[src/rtl/auth_keypad_entry_if.sv]
// Keypad/programming/result signal bundle shared by the keypad entry block and its driver.
interface auth_keypad_entry_if #(
    parameter int N = 8
) ();
    localparam int FW = $clog2(N) + 1;

    logic          start;
    logic [FW-1:0] flat_in;
    logic          key_valid;
    logic [3:0]    key_data;
    logic          prog_en;
    logic [FW-1:0] prog_flat;
    logic [15:0]   prog_pin;
    logic          pwd_flag;
    logic [FW-1:0] flat_number;
    logic          auth_done;
    logic          busy;
    logic          locked;

    modport master (
        output start, flat_in, key_valid, key_data, prog_en, prog_flat, prog_pin,
        input  pwd_flag, flat_number, auth_done, busy, locked
    );

    modport slave (
        input  start, flat_in, key_valid, key_data, prog_en, prog_flat, prog_pin,
        output pwd_flag, flat_number, auth_done, busy, locked
    );
endinterface

[src/rtl/auth_keypad_entry.sv]
// Four-digit PIN entry and check against a per-flat PIN table, with idle timeout.
// Define AUTH_LOCKOUT_EN to add the failure counter and timed LOCK after 3 consecutive failures.
module auth_keypad_entry #(
    parameter int N           = 8,
    parameter int TIMEOUT     = 1000,
    parameter int LOCK_CYCLES = 5000
) (
    input  logic                  clk,
    input  logic                  rst,
    auth_keypad_entry_if.slave    bus
);
    localparam int FW    = $clog2(N) + 1;
    localparam int NSLOT = N + 1;
    localparam int TMAX  = (TIMEOUT > LOCK_CYCLES) ? TIMEOUT : LOCK_CYCLES;
    localparam int TW    = $clog2(TMAX + 1);

`ifdef AUTH_LOCKOUT_EN
    typedef enum logic [2:0] {
        S_IDLE    = 3'd0,
        S_COLLECT = 3'd1,
        S_CHECK   = 3'd2,
        S_RESULT  = 3'd3,
        S_LOCK    = 3'd4
    } state_t;
`else
    typedef enum logic [2:0] {
        S_IDLE    = 3'd0,
        S_COLLECT = 3'd1,
        S_CHECK   = 3'd2,
        S_RESULT  = 3'd3
    } state_t;
`endif

    state_t        r_state;
    state_t        w_next;
    logic [FW-1:0] r_flat;
    logic [FW-1:0] r_flat_number;
    logic [15:0]   r_digits;
    logic [2:0]    r_dcnt;
    logic [TW-1:0] r_timer;
    logic          r_match;
    logic [15:0]   r_pin_table [NSLOT];

    logic          w_key_ok;
    logic          w_last_key;
    logic          w_timeout;
    logic          w_flat_ok;
    logic [15:0]   w_pin;
    logic          w_match;

`ifdef AUTH_LOCKOUT_EN
    logic [1:0]    r_fail_cnt;
    logic          w_lock_done;

    function automatic logic [1:0] sat_inc2(input logic [1:0] v);
        return (v == 2'd3) ? v : v + 2'd1;
    endfunction

    assign w_lock_done = (r_timer == TW'(LOCK_CYCLES - 1));
`endif

    // Digits outside 0-9 are noise from the keypad and never advance the entry.
    assign w_key_ok   = bus.key_valid && (bus.key_data <= 4'd9);
    assign w_last_key = w_key_ok && (r_dcnt == 3'd3);
    assign w_timeout  = !w_key_ok && (r_timer == TW'(TIMEOUT - 1));
    assign w_flat_ok  = (r_flat != '0) && (int'(r_flat) <= N + 1);
    assign w_match    = w_flat_ok && (r_digits == w_pin);

    always_comb begin
        w_pin = '0;
        for (int i = 0; i < NSLOT; i++) begin
            if (int'(r_flat) == i + 1) begin
                w_pin = r_pin_table[i];
            end
        end
    end

    always_ff @(posedge clk) begin
        if (rst) begin
            r_state <= S_IDLE;
        end else begin
            r_state <= w_next;
        end
    end

    always_comb begin
        w_next = r_state;
        case (r_state)
            S_IDLE: begin
                if (bus.start) begin
                    w_next = S_COLLECT;
                end
            end
            S_COLLECT: begin
                if (w_last_key || w_timeout) begin
                    w_next = w_last_key ? S_CHECK : S_RESULT;
                end
            end
            S_CHECK: begin
                w_next = S_RESULT;
            end
            S_RESULT: begin
`ifdef AUTH_LOCKOUT_EN
                w_next = (r_fail_cnt == 2'd3) ? S_LOCK : S_IDLE;
`else
                w_next = S_IDLE;
`endif
            end
`ifdef AUTH_LOCKOUT_EN
            S_LOCK: begin
                if (w_lock_done) begin
                    w_next = S_IDLE;
                end
            end
`endif
            default: w_next = S_IDLE;
        endcase
    end

    always_comb begin
        bus.auth_done   = (r_state == S_RESULT);
        bus.pwd_flag    = (r_state == S_RESULT) && r_match;
        bus.flat_number = r_flat_number;
        bus.busy        = (r_state != S_IDLE);
`ifdef AUTH_LOCKOUT_EN
        bus.locked      = (r_state == S_LOCK);
`else
        bus.locked      = 1'b0;
`endif
    end

    // Table writes are independent of the FSM; a CHECK in the same cycle still sees the old entry.
    always_ff @(posedge clk) begin
        if (rst) begin
            for (int i = 0; i < NSLOT; i++) begin
                r_pin_table[i] <= 16'h0000;
            end
        end else if (bus.prog_en) begin
            for (int i = 0; i < NSLOT; i++) begin
                if (int'(bus.prog_flat) == i + 1) begin
                    r_pin_table[i] <= bus.prog_pin;
                end
            end
        end
    end

    always_ff @(posedge clk) begin
        if (rst) begin
            r_flat        <= '0;
            r_flat_number <= '0;
            r_digits      <= '0;
            r_dcnt        <= '0;
            r_timer       <= '0;
            r_match       <= 1'b0;
`ifdef AUTH_LOCKOUT_EN
            r_fail_cnt    <= '0;
`endif
        end else begin
            case (r_state)
                S_IDLE: begin
                    if (bus.start) begin
                        r_flat   <= bus.flat_in;
                        r_digits <= '0;
                        r_dcnt   <= '0;
                        r_timer  <= '0;
                    end
                end
                S_COLLECT: begin
                    if (w_key_ok) begin
                        r_digits <= {r_digits[11:0], bus.key_data};
                        r_dcnt   <= r_dcnt + 3'd1;
                        r_timer  <= '0;
                    end else if (w_timeout) begin
                        r_match       <= 1'b0;
                        r_flat_number <= r_flat;
`ifdef AUTH_LOCKOUT_EN
                        r_fail_cnt    <= sat_inc2(r_fail_cnt);
`endif
                    end else begin
                        r_timer <= r_timer + TW'(1);
                    end
                end
                S_CHECK: begin
                    r_match       <= w_match;
                    r_flat_number <= r_flat;
`ifdef AUTH_LOCKOUT_EN
                    r_fail_cnt    <= w_match ? 2'd0 : sat_inc2(r_fail_cnt);
`endif
                end
                S_RESULT: begin
                    r_timer <= '0;
                end
`ifdef AUTH_LOCKOUT_EN
                S_LOCK: begin
                    if (w_lock_done) begin
                        r_timer    <= '0;
                        r_fail_cnt <= '0;
                    end else begin
                        r_timer <= r_timer + TW'(1);
                    end
                end
`endif
                default: begin
                    r_timer <= '0;
                end
            endcase
        end
    end
endmodule

[src/flat_wrapper.sv]
// flat-port wrapper written by rule: the top's interface ports become plain ports
module auth_keypad_entry_flat 
#(
    parameter int N           = 8,
    parameter int TIMEOUT     = 1000,
    parameter int LOCK_CYCLES = 5000
)
  (clk, rst, bus_start, bus_flat_in, bus_key_valid, bus_key_data, bus_prog_en, bus_prog_flat, bus_prog_pin, bus_pwd_flag, bus_flat_number, bus_auth_done, bus_busy, bus_locked);
  auth_keypad_entry_if #(.N(N)) bus_i ();
  input  logic clk;
  input  logic rst;
  input wire logic [$bits(bus_i.start)-1:0] bus_start;
  input wire logic [$bits(bus_i.flat_in)-1:0] bus_flat_in;
  input wire logic [$bits(bus_i.key_valid)-1:0] bus_key_valid;
  input wire logic [$bits(bus_i.key_data)-1:0] bus_key_data;
  input wire logic [$bits(bus_i.prog_en)-1:0] bus_prog_en;
  input wire logic [$bits(bus_i.prog_flat)-1:0] bus_prog_flat;
  input wire logic [$bits(bus_i.prog_pin)-1:0] bus_prog_pin;
  output wire logic [$bits(bus_i.pwd_flag)-1:0] bus_pwd_flag;
  output wire logic [$bits(bus_i.flat_number)-1:0] bus_flat_number;
  output wire logic [$bits(bus_i.auth_done)-1:0] bus_auth_done;
  output wire logic [$bits(bus_i.busy)-1:0] bus_busy;
  output wire logic [$bits(bus_i.locked)-1:0] bus_locked;
  assign bus_i.start = bus_start;
  assign bus_i.flat_in = bus_flat_in;
  assign bus_i.key_valid = bus_key_valid;
  assign bus_i.key_data = bus_key_data;
  assign bus_i.prog_en = bus_prog_en;
  assign bus_i.prog_flat = bus_prog_flat;
  assign bus_i.prog_pin = bus_prog_pin;
  assign bus_pwd_flag = bus_i.pwd_flag;
  assign bus_flat_number = bus_i.flat_number;
  assign bus_auth_done = bus_i.auth_done;
  assign bus_busy = bus_i.busy;
  assign bus_locked = bus_i.locked;
  auth_keypad_entry #(.N(N), .TIMEOUT(TIMEOUT), .LOCK_CYCLES(LOCK_CYCLES)) u_core (.clk(clk), .rst(rst), .bus(bus_i));
endmodule
[config.mk]
export PLATFORM = sky130hd
export DESIGN_NAME = auth_keypad_entry_flat
export DESIGN_NICKNAME = d
export VERILOG_FILES = /design/src/rtl/auth_keypad_entry_if.sv /design/src/rtl/auth_keypad_entry.sv /design/src/flat_wrapper.sv
export SDC_FILE = /design/constraint.sdc
export NUM_CORES = 1
export LEC_CHECK = 0
export CAP_MARGIN = 20
export CORE_MARGIN = 2
export CORE_UTILIZATION = 60
export CTS_CLUSTER_SIZE = 8
export DETAILED_ROUTE_END_ITERATION = 8
export HOLD_SLACK_MARGIN = 0.05
export PLACE_DENSITY = 0.79
export SLEW_MARGIN = 20
export SYNTH_ARGS = -nofsm -noshare
export SYNTH_HDL_FRONTEND = slang
export SYNTH_SLANG_ARGS = --single-unit
[constraint.sdc]
create_clock -name clk -period 3.4 [get_ports clk]
set_input_delay 0.51 -clock clk [delete_from_list [all_inputs] [get_ports clk]]
set_output_delay 0.51 -clock clk [all_outputs]
set_load 0.005 [all_outputs]
==> impl_metrics.toml <==
[yosys]
yosysWarnings = 0
synth-edff-count = 144
ys_seq_elements = 187
syn_avg_cell_area_um2 = 12.5
seq_area_frac_synth_pct = 62.3
netlist_instances = 668
ys.flop_type = "edfxtp_1"
yosysTopAreaCell = "edfxtp_1"
async_reset_ff_share_pct = 0
syn_nets = 708
synth_top_cell_area_share_pct = 52.0
synth.most_common_cell = "edfxtp_1"
synth_commonest_cells = "edfxtp_1, nand2_1, nor2_1"
synth_cell_types = 78
syn_area_um2 = 8320
synth.area.top_cells = "edfxtp_1, dfxtp_1, mux2i_1"

[pwr]
p_sw_mw = 1.84
p_seq_share_pct = 45.0
irDropWorstVdd_mv = 0.444
p_int_mw = 4.36
p_leak_nw = 3.16
powerDensity_nw_per_um2 = 658
p_comb_share_pct = 23.5
swShare_pct = 29.7
p_clk_share_pct = 31.6

[sta]
drv_slew = 0
fin_setup_tns_ns = 0
fin_crit_sh_pct = 84.4
setup_violations = 0
rsz0062_at_grt = "false"
worst_pin_slew_ns = 0.817
whs_ns = 0.459
finalCriticalPeriod_ns = 2.87
fmax_ghz = 0.349
hold_viol_final = 0
fin_worst_skew_ns = 0.0148
slew_headroom_pct = 45.6

[route]
drtIter0Drc = 518
vias = 5683
wl_per_cell_um = 21.7
totalWireLength_um = 19400
drc = 0
drtPass1Iterations = 6
drtAntennaViolNets = 0
via_per_inst = 6.37

[die]
dieHeight_um = 122
start_util_pct = 60.7
die_w_um = 122
dieArea_um2 = 14800
core.rowCount = 43
io_pins = 41
coreArea_um2 = 13700

[worst_setup_path]
worstPathArrival_ns = 3.25
cp_data_required_time_ns = 3.78
path_class = "reg2reg"
path_buf_inv = 0
cpMaxStageDelayCell = "dfxtp_2"
crit_fanout = 23
cp-start-kind = "flop"
critPathMaxStageDelay_ns = 0.66
cpLargestDelayFamily = "simple AND/OR/NAND/NOR gates"
path_cells = "nor2b_4 > a221oi_1 > o32ai_1 > xor2_1 > or4_1 > nor4_2 > a32o_1"
worst_setup_path_end_kind = "flop"

[placed_design]
dp_hpwl_um = 12200
place_congestion = 0.914
numPortBuffers = 39

[clock_tree]
postCtsSetupBuffers = 0
clockBufferDepth = 2
cts_tree = "done"
clk_pin_slew_ns = 0.07
htreeDepth = 4
numCtsBuffers = 17
cts_root_buf = "clkbuf_16"
clk_latency_ns = 0.44
postCtsHoldBufs = 0
cts_resized = 0
clkSinkCount = 187

[layout]
insertedDiodeCount = 0
drive_gt1_share_pct = 11.8
layout.nets = 739
regArea_um2 = 5190
area_growth_pct = 13.3
multiInputGateArea_um2 = 2850
fill_cells = 957

[job]
cap_violations = 0

[global_routing]
grt_usage_pct = 27.2
grt_pass1_vias = 5668
grt_pass1_wl_um = 29800
grt-ovfl-total = 0
antenna_found_initial = 0
grt_max_degree = 58

[min_path]
hp-class = "reg2reg"

[outcome]
outcome = "completed"
cell type report:
class / count / share of cell area (%)
clock inverters: 13 / 1.61
well taps: 180 / 2.39
multi-input cells: 425 / 30.2
flip-flops and latches: 187 / 55.0
inverters: 11 / 0.438
clock buffers: 19 / 4.59
repair buffers: 57 / 5.71
state kept, by name, summed over array words and instances (netlist names):
| name | cells |
|---|---|
| u_core.r_match | 1 |
| u_core.r_digits | 16 |
| u_core.r_pin_table | 144 |
| u_core.r_timer | 13 |
| u_core.r_flat | 4 |
| u_core.bus.flat_number | 4 |
| u_core.r_state | 2 |
| u_core.r_dcnt | 3 |
worst paths after layout:
kind	to	cells after the start	slack (ns)	start
max reg2reg	u_core.r_match	7	0.53	u_core.r_flat[1]
min reg2reg	u_core.r_dcnt[2]	2	0.46	u_core.r_dcnt[2]
min	u_core.r_dcnt[2]	2	0.46	u_core.r_dcnt[2]
max	u_core.r_match	7	0.53	u_core.r_flat[1]
cell usage in the layout, fill, tap and decap left out, types with 5 or more instances in the layout:
| cell type | instances |
|---|---|
| a21oi_1 | 39 |
| a221oi_1 | 6 |
| a22oi_1 | 5 |
| a31oi_1 | 6 |
| and2_1 | 20 |
| buf_4 | 17 |
| clkbuf_16 | 17 |
| clkdlybuf4s50_1 | 39 |
| dfxtp_1 | 40 |
| edfxtp_1 | 144 |
| ha_1 | 7 |
| inv_1 | 11 |
| mux2_2 | 17 |
| mux2i_1 | 31 |
| nand2_1 | 53 |
| nand2b_1 | 5 |
| nand3_1 | 34 |
| nand3b_1 | 5 |
| nand4_1 | 6 |
| nor2_1 | 45 |
| nor2b_1 | 8 |
| nor3_1 | 10 |
| o21ai_0 | 25 |
| o21ai_1 | 5 |
| xnor2_1 | 6 |
| xor2_1 | 9 |
logic make-up (layout without fill, tap and decap cells):
kind of cell | count (synthesis) | count (layout) | share of synthesized area [%]
AO/OA/AOI/OAI | 140 | 140 | 11.6
XOR/XNOR | 15 | 15 | 1.58
adder cells (fa/ha/maj) | 7 | 7 | 1.05
buffers and inverters | 56 | 100 | 3.55
flip-flops | 187 | 187 | 62.3
multiplexers | 51 | 51 | 6.84
other | 1 | 1 | 0.0451
AND/OR/NAND/NOR | 211 | 211 | 13.0
layer usage:
metal	vias to the layer above	share of wire, %	GRT usage (%)
met1	2764	39	34.0
met4	0	2.6	10.6
met5	-	0	0
met3	55	8.1	7.26
met2	292	50	45.4
li1	2572	-	-
tightest hold or removal path: cells and delay by family (launching register included):
family          cells  cell delay [ns]
flops               1             0.31
simple gates        1             0.05
compound gates      1             0.05
power by group through the flow:
stage	registers, mW	logic (mW)	clock network [mW]
global placement	2.82	1.39	0
CTS	2.79	1.44	1.98
global route	2.81	1.58	2.06
finish	2.79	1.46	1.96
detailed placement	2.83	1.42	0
floorplan	2.76	1.11	0
per-stage QoR:
step / worst slack, ns / power, mW / instance area [um^2] / cells / util [%]
after global routing: 0.362 / 6.44 / 9430 / 892 / 68.7
after detailed placement: 0.548 / 4.26 / 8840 / 860 / 64.5
after CTS: 0.516 / 6.21 / 9430 / 892 / 68.7
after global placement: 0.603 / 4.21 / 8840 / 860 / 64.5
final: 0.531 / 6.20 / 9430 / 892 / 68.7
after floorplan: 0.894 / 3.87 / 8320 / 668 / -
(Power assumes the default switching activity.)
